--- src/rtl/accum_wrap_events.sv ---
// Wrap-event detector for a modulo-M phase accumulator: one-cycle strobe, wrap counter,
// and a small timestamp FIFO read through a valid/ready port with a sticky overflow flag.
module accum_wrap_events #(
  parameter int unsigned M     = 100,
  parameter int unsigned DEPTH = 4,
  parameter int unsigned TSW   = 16,
  localparam int unsigned PW   = $clog2(M)
) (
  input  logic           clk,
  input  logic           rst,
  input  logic [PW-1:0]  phase,
  input  logic           phase_vld,
  output logic           strobe,
  output logic [TSW-1:0] wrap_cnt,
  output logic           out_valid,
  input  logic           out_ready,
  output logic [TSW-1:0] out_ts,
  output logic           ovf,
  input  logic           ovf_clr
);

  localparam int unsigned PtrW = $clog2(DEPTH);
  localparam logic [PtrW:0] FullCnt = DEPTH[PtrW:0];

  logic [TSW-1:0]  ts_q;
  logic [PW-1:0]   prev_q;
  logic            primed_q;
  logic            strobe_q;
  logic [TSW-1:0]  wrap_cnt_q;
  logic [TSW-1:0]  mem_q [DEPTH];
  logic [PtrW-1:0] wr_ptr_q, rd_ptr_q;
  logic [PtrW:0]   cnt_q, cnt_d;
  logic            ovf_q, ovf_d;

  logic wrap, pop, push, drop;

  always_comb begin
    wrap = phase_vld & primed_q & (phase < prev_q);
    pop  = (cnt_q != '0) & out_ready;
    // A full FIFO still accepts a push when the head leaves on the same edge.
    push = wrap & ((cnt_q != FullCnt) | pop);
    drop = wrap & ~push;

    cnt_d = cnt_q;
    if (push && !pop) begin
      cnt_d = cnt_q + 1'b1;
    end else if (pop && !push) begin
      cnt_d = cnt_q - 1'b1;
    end

    ovf_d = ovf_q;
    if (ovf_clr) ovf_d = 1'b0;
    if (drop)    ovf_d = 1'b1;
  end

  always_ff @(posedge clk or posedge rst) begin
    if (rst) begin
      ts_q       <= '0;
      prev_q     <= '0;
      primed_q   <= 1'b0;
      strobe_q   <= 1'b0;
      wrap_cnt_q <= '0;
      wr_ptr_q   <= '0;
      rd_ptr_q   <= '0;
      cnt_q      <= '0;
      ovf_q      <= 1'b0;
      for (int i = 0; i < int'(DEPTH); i++) begin
        mem_q[i] <= '0;
      end
    end else begin
      ts_q     <= ts_q + 1'b1;
      strobe_q <= wrap;
      if (phase_vld) begin
        prev_q   <= phase;
        primed_q <= 1'b1;
      end
      if (wrap) wrap_cnt_q <= wrap_cnt_q + 1'b1;
      if (push) begin
        mem_q[wr_ptr_q] <= ts_q;
        wr_ptr_q        <= wr_ptr_q + 1'b1;
      end
      if (pop) rd_ptr_q <= rd_ptr_q + 1'b1;
      cnt_q <= cnt_d;
      ovf_q <= ovf_d;
    end
  end

  assign strobe    = strobe_q;
  assign wrap_cnt  = wrap_cnt_q;
  assign out_valid = (cnt_q != '0);
  assign out_ts    = mem_q[rd_ptr_q];
  assign ovf       = ovf_q;

endmodule

--- config.mk ---
export PLATFORM = sky130hd
export DESIGN_NAME = accum_wrap_events
export DESIGN_NICKNAME = d
export VERILOG_FILES = /design/src/rtl/accum_wrap_events.sv
export SDC_FILE = /design/constraint.sdc
export NUM_CORES = 1
export LEC_CHECK = 0
export ABC_CLOCK_PERIOD_IN_PS = 3100
export BUFFER_PORTS_ARGS = -buffer_cell sky130_fd_sc_hd__buf_2
export CAP_MARGIN = 10
export CORE_UTILIZATION = 30
export CTS_CLUSTER_DIAMETER = 80
export CTS_CLUSTER_SIZE = 14
export DETAILED_ROUTE_END_ITERATION = 12
export GPL_TIMING_DRIVEN = 0
export PLACE_DENSITY = 0.46
export SLEW_MARGIN = 10
export SYNTH_ARGS = -nofsm -noshare
export SYNTH_HDL_FRONTEND = slang
export SYNTH_SLANG_ARGS = --single-unit
--- constraint.sdc ---
create_clock -name clk -period 3.1 [get_ports clk]
set_input_delay 0 -clock clk [delete_from_list [all_inputs] [get_ports clk]]
set_output_delay 0 -clock clk [all_outputs]
set_load 0.02 [all_outputs]
== After elaboration in Yosys (flattened, before gate mapping) ==
Index checks and enable logic that the tools add are counted.
W data, S select, Z words.
Word-level totals
  bits of input ports: 12
  output and inout port bits: 35
  logic and storage cells: 51
  bits in registers: 113
Operators by class
  equal/unequal tests: 1
  magnitude comparators: 4
  bitwise logic cells: 9
  reductions and logical operators: 8
  $add $sub $neg: 6
  multiplexer cells: 10
Operators by type and width (number)
  $bwmux W64: 1
  $mux W16: 3
  $add A16 B1 Y16 const B: 2
  $bmux W16 S2: 1
  $demux W16 S2: 1
  $lt A7 B7 Y1: 1
  $ge A3 B3 Y1 const B: 2
  $mux W3: 2
  $not A2 Y3: 2
  $and A1 B1 Y1: 5
  $add A2 B1 Y2 const B: 2
  $reduce_bool A2 Y1: 2
  $add A3 B1 Y3 const B: 1
  $logic_and A1 B1 Y1: 3
  $lt A3 B1 Y1 const B: 1
  $ne A3 B3 Y1 const B: 1
  $reduce_bool A3 Y1: 1
  $sub A3 B1 Y3 const B: 1
  $logic_not A1 Y1: 2
  $mux W1: 2
  $not A1 Y1: 1
  $or A1 B1 Y1: 1

== Depth between registers and ports, before layout ==
Gate-level depths: netlist of run 1.
  depth after elaboration: 8
  mapped depth: 12

== Worst setup path before layout of run 1 ==
OpenSTA, ideal clock, no wires.
  path type: register -> register
  start point: register prev_q[2]
  end point: register cnt_q[2]
  setup time: 0.079 ns
  buffers on the path: 1
  period minus slack after synthesis: 2.458 ns
  cell stages (with the launch flop): 13
  data arrival time: 2.379 ns
  path slack: 0.642 ns
  cells stage by stage: dfrtp_1 inv_1 ha_1 a21oi_1 o21ai_0 buf_2 a211oi_2 ha_1 inv_1 fa_1 xor2_1 nor2_1 xor2_1
Between the ends
  word-level cells in the longest chain between the ends: 6
Ends and longest elaborated chain
  start, declared: RTL line 26  | logic [PW-1:0] prev_q;
  start signal, assigned: RTL line 74  | prev_q <= phase;
  $lt A7 B7 Y1 (*): RTL line 38  | wrap = phase_vld & primed_q & (phase < prev_q);
  $and A1 B1 Y1 (*): RTL line 38
  $and A1 B1 Y1 (*): RTL line 41  | push = wrap & ((cnt_q != FullCnt) | pop);
  named net push: RTL line 35  | logic wrap, pop, push, drop;
  $logic_not A1 Y1: RTL line 47  | end else if (pop && !push) begin
  $logic_and A1 B1 Y1: RTL line 47
  $reduce_bool A2 Y1 (no line)
  end signal, assigned: RTL line 83  | cnt_q <= cnt_d;
  end, declared: RTL line 32  | logic [PtrW:0] cnt_q, cnt_d;
The timed path passes the listed nets; every way through them passes the cells marked *.
A chain may end at the register's enable or synchronous reset.

== Worst setup path after layout of run 1 ==
Ends and elaborated chain as after synthesis.

==> impl_results.md, run 1 <==
- Diodes inserted: 0
- Status: finished clean
- Relative area change from synthesis to final layout: 23.9%
- Share of total power in combinational logic: between 20% and 30%
- Clock buffer count from CTS: 17
- Grt ovf: 0
- Routability congestion estimate: ~0.74
- Total wire length: around 11,000 um
- Portion of synthesized cell area occupied by the leading cell type: between 50% and 60%
- Number of filler instances in the final layout: ~1.6k
- Layout cell share with drive strength beyond 1: between 30% and 40%
- DR iter-0 viols: around 170
- Worst Max-Slew Pin Slew: 816 ps
- Clock share of power: 37.4%
- Pre-CTS worst setup slack: 288 ps
- CTS root buf: sky130_fd_sc_hd__clkbuf_16
- Clock Latency Late Sink: 410 ps
- Peak supply drop: about 0.53 mV
- Floorplan die height: approximately 140 um
- Count of non-filler cells in the finished layout: 696
- Slew margin rel.: 45.5%
- Final Setup Violations: 0
- Hold_buf cts: 14
- Total net switching power: ~0.0016 W
- Leading post-synthesis cells by cell area: sky130_fd_sc_hd__dfrtp_1, sky130_fd_sc_hd__mux2_4, sky130_fd_sc_hd__mux2_2, sky130_fd_sc_hd__mux4_2, sky130_fd_sc_hd__xor2_1
- Crit path max fanout: 10
- Startpoint types: flop
- Total count of hold-check failures in the final report: 0
- Post-synthesis sequential element count: 113
- Sequential cell area fraction in the yosys report: between 50% and 60%
- Total area of multi-input combinational cells: between 2000 and 2500 um^2
- Internal power summed over all cells: approximately 0.0037 W
- Via count: around 3.2k
- Critical path required time: between 3000 and 4000 ps
- Category of the worst setup path capture point: flop
- CTS tree: yes
- Standby leakage power: 3.12 nW
- Post-synthesis instance area: between 5000 and 6000 um^2
- Clock skew after layout: between 5 and 6 ps
- Largest net degree at the start of global routing: 79
- Vias per inst: around 4.7
- Top-Level Pins: 47
- Post-synthesis net count: 404
- Wire length of the first global-routing pass: ~18,000 um
- Estimated wirelength of the detail-placed design: roughly 7300 um
- Top cell type by total area after synthesis: sky130_fd_sc_hd__dfrtp_1
- Crit path setup slack, layout: slightly below 300 ps
- Clock transition at the register clock pins on the worst setup and hold paths after CTS: 50 ps
- Htree depth: 4
- Post-CTS resize count: 0
- Post-CTS setup buffers: 0
- Crit path DAT: ~3100 ps
- Share of the cycle needed by the critical path after routing: approximately 91%
- Post-route antenna net violation count: 0
- Routed wirelength normalized by instance count: about 16 um
- Worst setup path category: reg2reg
- Chip Width: between 100 and 150 um
- Initial Util: between 30% and 40%
- Net Sw Frac: 29.4%
- Minimum period implied by the final worst setup slack: between 2000 and 3000 ps
- Initial antenna violation count: 0
- Via count of the first global-routing pass: 3,305
- Floorplan die area: 18,400 um^2
- Mean cell area of the mapped netlist: around 14 um^2
- Total number of nets in the final design: just under 500
- Synth warnings: 0
- Final Max Tran Viols: 0
- Number of buffers added on ports: 46
- Total power per unit cell area: 795 nW/um^2
- Placement Rows: 48
- First drt pass iteration count: 4
- Number of remaining DRC errors: 0
- RSZ-0062 raised after global routing: no
- Reg power frac: between 30 and 40%
- Peak Freq: about 360 MHz
- Total routing resource utilization after global routing: a little over an eighth
- Std-Cell Core Area: about 17,000 um^2
- Type of the worst min-delay path: in2async
- Cell count after placement: 650
- Max Cap Violations: 0
- CTS max path bufs: 2
- Count of distinct cell types in the synthesized netlist: 34
- CTS sink count: around 110
- Storage cell area: roughly 2800 um^2
- Count of mapped cells out of synthesis: approximately 380
-- final cells by class --
cell class	instances	area share (%)
multi-input cells	227	35.3
clock inverters	10	2.02
clock buffers	22	6.99
inverters	17	1.04
plain buffers	21	1.88
repair buffers	61	5.99
well taps	225	4.24
flip-flops and latches	113	42.6
-- worst max-delay path: stages (launching register included) --
cell and delay [ps]:
sky130_fd_sc_hd__dfrtp_1 360, sky130_fd_sc_hd__inv_1 70, sky130_fd_sc_hd__ha_1 240, sky130_fd_sc_hd__a21oi_1 130
sky130_fd_sc_hd__o21ai_0 170, sky130_fd_sc_hd__buf_2 260, sky130_fd_sc_hd__a211oi_2 330, sky130_fd_sc_hd__ha_1 250
sky130_fd_sc_hd__inv_1 60, sky130_fd_sc_hd__fa_1 380, sky130_fd_sc_hd__xor2_1 180, sky130_fd_sc_hd__nor2_1 110
sky130_fd_sc_hd__xor2_1 170
-- power groups by stage --
stage          logic, W  clock network, W  registers, W
6_report        0.00140           0.00198       0.00191
4_1_cts         0.00143           0.00202       0.00191
2_1_floorplan   0.00103                 0       0.00193
5_1_grt         0.00152           0.00210       0.00195
3_3_place_gp    0.00138                 0       0.00192
3_5_place_dp    0.00141                 0       0.00193
-- worst paths after layout --
check	from	end	slack, ps	cells after the start
max reg2reg	prev_q[2]	cnt_q[2]	290	12
max	prev_q[2]	cnt_q[2]	290	12
min reg2reg	wrap_cnt[15]	wrap_cnt[15]	460	1
min	rst	prev_q[3]	150	3
min in group clk	ovf_clr	ovf	340	3
max in group asynchronous	rst	mem_q[28]	2260	4
-- cell usage after synthesis --
master,n
sky130_fd_sc_hd__a2111oi_0,4
sky130_fd_sc_hd__a2111oi_2,3
sky130_fd_sc_hd__a211oi_1,7
sky130_fd_sc_hd__a211oi_2,2
sky130_fd_sc_hd__a211oi_4,3
sky130_fd_sc_hd__a21o_1,1
sky130_fd_sc_hd__a21oi_1,2
sky130_fd_sc_hd__and3_1,4
sky130_fd_sc_hd__and3b_1,1
sky130_fd_sc_hd__and4_1,5
sky130_fd_sc_hd__buf_2,7
sky130_fd_sc_hd__buf_6,5
sky130_fd_sc_hd__clkbuf_1,9
sky130_fd_sc_hd__dfrtp_1,113
sky130_fd_sc_hd__fa_1,1
sky130_fd_sc_hd__ha_1,13
sky130_fd_sc_hd__inv_1,17
sky130_fd_sc_hd__mux2_2,38
sky130_fd_sc_hd__mux2_4,30
sky130_fd_sc_hd__mux4_2,16
sky130_fd_sc_hd__nand2_1,24
sky130_fd_sc_hd__nand3_1,9
sky130_fd_sc_hd__nand4_1,9
sky130_fd_sc_hd__nor2_1,5
sky130_fd_sc_hd__nor2b_1,2
sky130_fd_sc_hd__nor3_1,1
sky130_fd_sc_hd__o211ai_2,1
sky130_fd_sc_hd__o21ai_0,7
sky130_fd_sc_hd__o22ai_1,1
sky130_fd_sc_hd__or2_2,1
sky130_fd_sc_hd__or3_1,1
sky130_fd_sc_hd__or4b_1,1
sky130_fd_sc_hd__xnor2_1,15
sky130_fd_sc_hd__xor2_1,20
-- metal layers --
| metal | wire (um) | track usage (%) | up-vias |
|---|---|---|---|
| met5 | 0 | 0 | - |
| met1 | 5530 | 18.7 | 1683 |
| li1 | - | - | 1512 |
| met4 | 113 | 4.56 | 0 |
| met3 | 343 | 4.12 | 7 |
| met2 | 5340 | 19.3 | 39 |
-- logic make-up (layout without fill, tap and decap cells) --
logic type / after synthesis / count (layout) / share of synthesized area [%]
buf+inv: 38 / 131 / 3.52
simple gates: 63 / 63 / 6.11
mux: 84 / 84 / 23.1
compound gates: 31 / 31 / 5.39
flops: 113 / 113 / 52.7
fa+ha+maj: 14 / 14 / 3.41
xor+xnor: 35 / 35 / 5.72
-- layout by cell type, fill, tap and decap left out, types with 5 or more instances in the layout --
cell type,instances
sky130_fd_sc_hd__nand4_1,9
sky130_fd_sc_hd__nor2_1,5
sky130_fd_sc_hd__nand2_1,24
sky130_fd_sc_hd__mux2_2,38
sky130_fd_sc_hd__dlygate4sd3_1,14
sky130_fd_sc_hd__inv_1,16
sky130_fd_sc_hd__and4_1,5
sky130_fd_sc_hd__o21ai_0,7
sky130_fd_sc_hd__clkbuf_1,12
sky130_fd_sc_hd__buf_6,5
sky130_fd_sc_hd__nand3_1,9
sky130_fd_sc_hd__mux2_4,30
sky130_fd_sc_hd__xnor2_1,15
sky130_fd_sc_hd__dfrtp_1,113
sky130_fd_sc_hd__a211oi_1,7
sky130_fd_sc_hd__mux4_2,16
sky130_fd_sc_hd__clkbuf_16,17
sky130_fd_sc_hd__ha_1,13
sky130_fd_sc_hd__xor2_1,20
sky130_fd_sc_hd__buf_2,53
-- registers in the layout (all words and copies together), names as in the netlist --
register	cells
cnt_q	3
mem_q	64
ovf	1
prev_q	7
primed_q	1
rd_ptr_q	2
strobe	1
ts_q	16
wr_ptr_q	2
wrap_cnt	16
-- through the flow --
stage / util (%) / total power (W) / area [um^2] / TNS [ps] / hold WS (ps)
after floorplan: - / 0.00296 / 5360 / 0 / 107
after global placement: 33.8 / 0.00329 / 5870 / -150830 / 216
after detailed placement: 34.0 / 0.00334 / 5910 / 0 / 24.2
after CTS: 38.3 / 0.00537 / 6640 / 0 / 153
after global routing: 38.3 / 0.00557 / 6640 / 0 / 169
final: 38.3 / 0.00528 / 6640 / 0 / 150
Note: power is estimated with default switching activity, not from simulation.
==> inputs of run 2 (changes only) <==
--- a/config.mk
+++ b/config.mk
@@ -7,8 +7,9 @@
 export LEC_CHECK = 0
 export ABC_CLOCK_PERIOD_IN_PS = 3100
 export BUFFER_PORTS_ARGS = -buffer_cell sky130_fd_sc_hd__buf_2
-export CAP_MARGIN = 10
+export CAP_MARGIN = 20
 export CORE_UTILIZATION = 30
+export CTS_BUF_LIST = sky130_fd_sc_hd__clkbuf_8
 export CTS_CLUSTER_DIAMETER = 80
 export CTS_CLUSTER_SIZE = 14
 export DETAILED_ROUTE_END_ITERATION = 12
==> run 2 against run 1 <==
  * Clock skew up 5.5 ps
  * Maximum frequency is 0.13% lower
  * Die area is the same
  * Global-route usage barely moved
  * Critical endpoint unchanged
  * Largest cell class unchanged
  * Highest routed layer unchanged
==> impl_results.md, run 2 (synthesized netlist as in run 1, its figures left out) <==
- Highest-count cells in the layout ignoring fill and taps: sky130_fd_sc_hd__dfrtp_1, sky130_fd_sc_hd__buf_2, sky130_fd_sc_hd__mux2_2
- Total number of nets in the final design: ~480
- Via count of the first global-routing pass: about 3.3k
- Total routing resource utilization after global routing: about an eighth
- Minimum period implied by the final worst setup slack: 2810 ps
- Final Setup Violations: 0
- Slew margin rel.: between 40% and 50%
- Number of remaining DRC errors: 0
- Total Power: roughly 0.0047 W
- Post-route antenna net violation count: 0
- Floorplan die area: about 18,000 um^2
- Top-Level Pins: 47
- Startpoint types: flop
- Std-Cell Core Area: roughly 17,000 um^2
- Amount of wire on met3 after detailed routing: between 200 and 300 um
- Vias per inst: between 4 and 5
- Clock Latency Late Sink: between 400 and 500 ps
- Category of the worst setup path capture point: flop
- Total wire length: around 11,000 um
- Standby leakage power: just over 3 nW
- Number of filler instances in the final layout: approximately 1.6k
- Total Neg Setup Slack: 0 ps
- Post-CTS resize count: 0
- Cell count after placement: 650
- Layout cell share with drive strength beyond 1: around two fifths
- Highest layer used for signal routing: met4
- Pre-CTS worst setup slack: about 290 ps
- Initial Util: a little under a third
- Crit path DAT: 3150 ps
- Met2 layer wire length in the routed design: 5350 um
- Relative area change from synthesis to final layout: 20.4%
- DR iter-0 viols: 162
- Wire length of the first global-routing pass: about 18,000 um
- Floorplan die height: between 100 and 150 um
- Grt ovf: 0
- Total power per unit cell area: 734 nW/um^2
- Routability congestion estimate: ~0.74
- Clock skew after layout: ~11 ps
- Worst setup path category: reg2reg
- Diodes inserted: 0
- CTS root buf: sky130_fd_sc_hd__clkbuf_8
- Share of the cycle needed by the critical path after routing: about nine tenths
- Type of the worst min-delay path: in2async
- CTS sink count: 113
- Peak supply drop: ~0.47 mV
- Chip Width: between 100 and 150 um
- Routed wirelength normalized by instance count: 16.2 um
- Post-CTS setup buffers: 0
- Final Max Tran Viols: 0
- Count of non-filler cells in the finished layout: ~700
- Crit path setup slack, layout: around 290 ps
- Clock transition at the register clock pins on the worst setup and hold paths after CTS: 70 ps
- Worst Max-Slew Pin Slew: around 840 ps
- RSZ-0062 raised after global routing: no
- Clock buffer count from CTS: 17
- Number of buffers added on ports: 46
- CTS tree: yes
- Estimated wirelength of the detail-placed design: 7310 um
- Htree depth: 4
- First drt pass iteration count: 4
- Initial antenna violation count: 0
- Peak Freq: between 300 and 400 MHz
- Wire length the detailed router placed on met1: roughly 5500 um
- Max Cap Violations: 0
- Crit path max fanout: 10
- Largest net degree at the start of global routing: between 70 and 80
- Most flop-heavy register: mem_q
- Number of flip-flops under the largest register name: between 60 and 70
- Total count of hold-check failures in the final report: 0
- CTS max path bufs: 2
- Via count: 3,233
- Status: finished clean
- Leading cell type in the layout, fill and taps excluded: sky130_fd_sc_hd__dfrtp_1
- Critical path required time: ~3400 ps
- Placement Rows: 48
## run 2: cell types whose count changed in the layout (fill, tap and decap cells not counted)
cell | before | now
sky130_fd_sc_hd__clkbuf_16 | 17 | 0
sky130_fd_sc_hd__clkbuf_8 | 2 | 19
sky130_fd_sc_hd__clkbuf_1 | 12 | 9
sky130_fd_sc_hd__inv_1 | 16 | 19
## run 2: final timing paths
kind / to / slack (ps) / cells after the start / from
max: cnt_q[2] / 290 / 12 / prev_q[2]
min reg2reg: wrap_cnt[15] / 460 / 1 / wrap_cnt[15]
max in group asynchronous: mem_q[28] / 2280 / 4 / rst
min in group clk: ovf / 310 / 3 / ovf_clr
min: prev_q[3] / 130 / 3 / rst
max reg2reg: cnt_q[2] / 290 / 12 / prev_q[2]
## run 2: layout make-up
cell class / count / area [um^2] / share of cell area (%)
Sequential cell: 113 / 2830 / 43.8
Multi-Input combinational cell: 227 / 2340 / 36.3
Timing Repair Buffer: 61 / 398 / 6.17
Tap cell: 225 / 282 / 4.36
Clock buffer: 19 / 262 / 4.05
Clock inverter: 13 / 145 / 2.25
Buffer: 21 / 125 / 1.94
Inverter: 17 / 68.8 / 1.07
## run 2: power breakdown
| group | internal [W] | leakage [nW] | total (W) | switching, W |
|---|---|---|---|---|
| registers | 0.00173 | 1.46 | 0.00191 | 0.000176 |
| clock network | 0.000824 | 0.215 | 0.00143 | 0.000605 |
| logic | 0.000694 | 1.37 | 0.00140 | 0.000705 |
| total | 0.00325 | 3.05 | 0.00473 | 0.00149 |
## run 2: worst max-delay path, cell delays in order, from the launching register on
cell and delay, ps:
sky130_fd_sc_hd__dfrtp_1 370, sky130_fd_sc_hd__inv_1 70, sky130_fd_sc_hd__ha_1 240, sky130_fd_sc_hd__a21oi_1 130, sky130_fd_sc_hd__o21ai_0 170, sky130_fd_sc_hd__buf_2 260
sky130_fd_sc_hd__a211oi_2 330, sky130_fd_sc_hd__ha_1 250, sky130_fd_sc_hd__inv_1 60, sky130_fd_sc_hd__fa_1 380, sky130_fd_sc_hd__xor2_1 180, sky130_fd_sc_hd__nor2_1 110
sky130_fd_sc_hd__xor2_1 170
## run 2: layer usage
metal,GRT usage [%],vias to the layer above
met5,0,-
li1,-,1513
met2,19.2,35
met1,18.5,1675
met4,4.87,0
met3,4.12,10
## run 2: through the flow
stage | hold slack, ps | area [um^2] | utilization, %
after floorplan | 107 | 5360 | -
after global placement | 216 | 5870 | 33.8
after detailed placement | 24.2 | 5910 | 34.0
after CTS | 111 | 6450 | 37.2
after global routing | 123 | 6450 | 37.2
final | 129 | 6450 | 37.2
## run 2: timing repair
action / 4_1_cts / 5_1_grt
endpoints found under the hold margin: 124 / 0
hold buffers: 14 / 0
endpoints found under the setup margin: 0 / 0
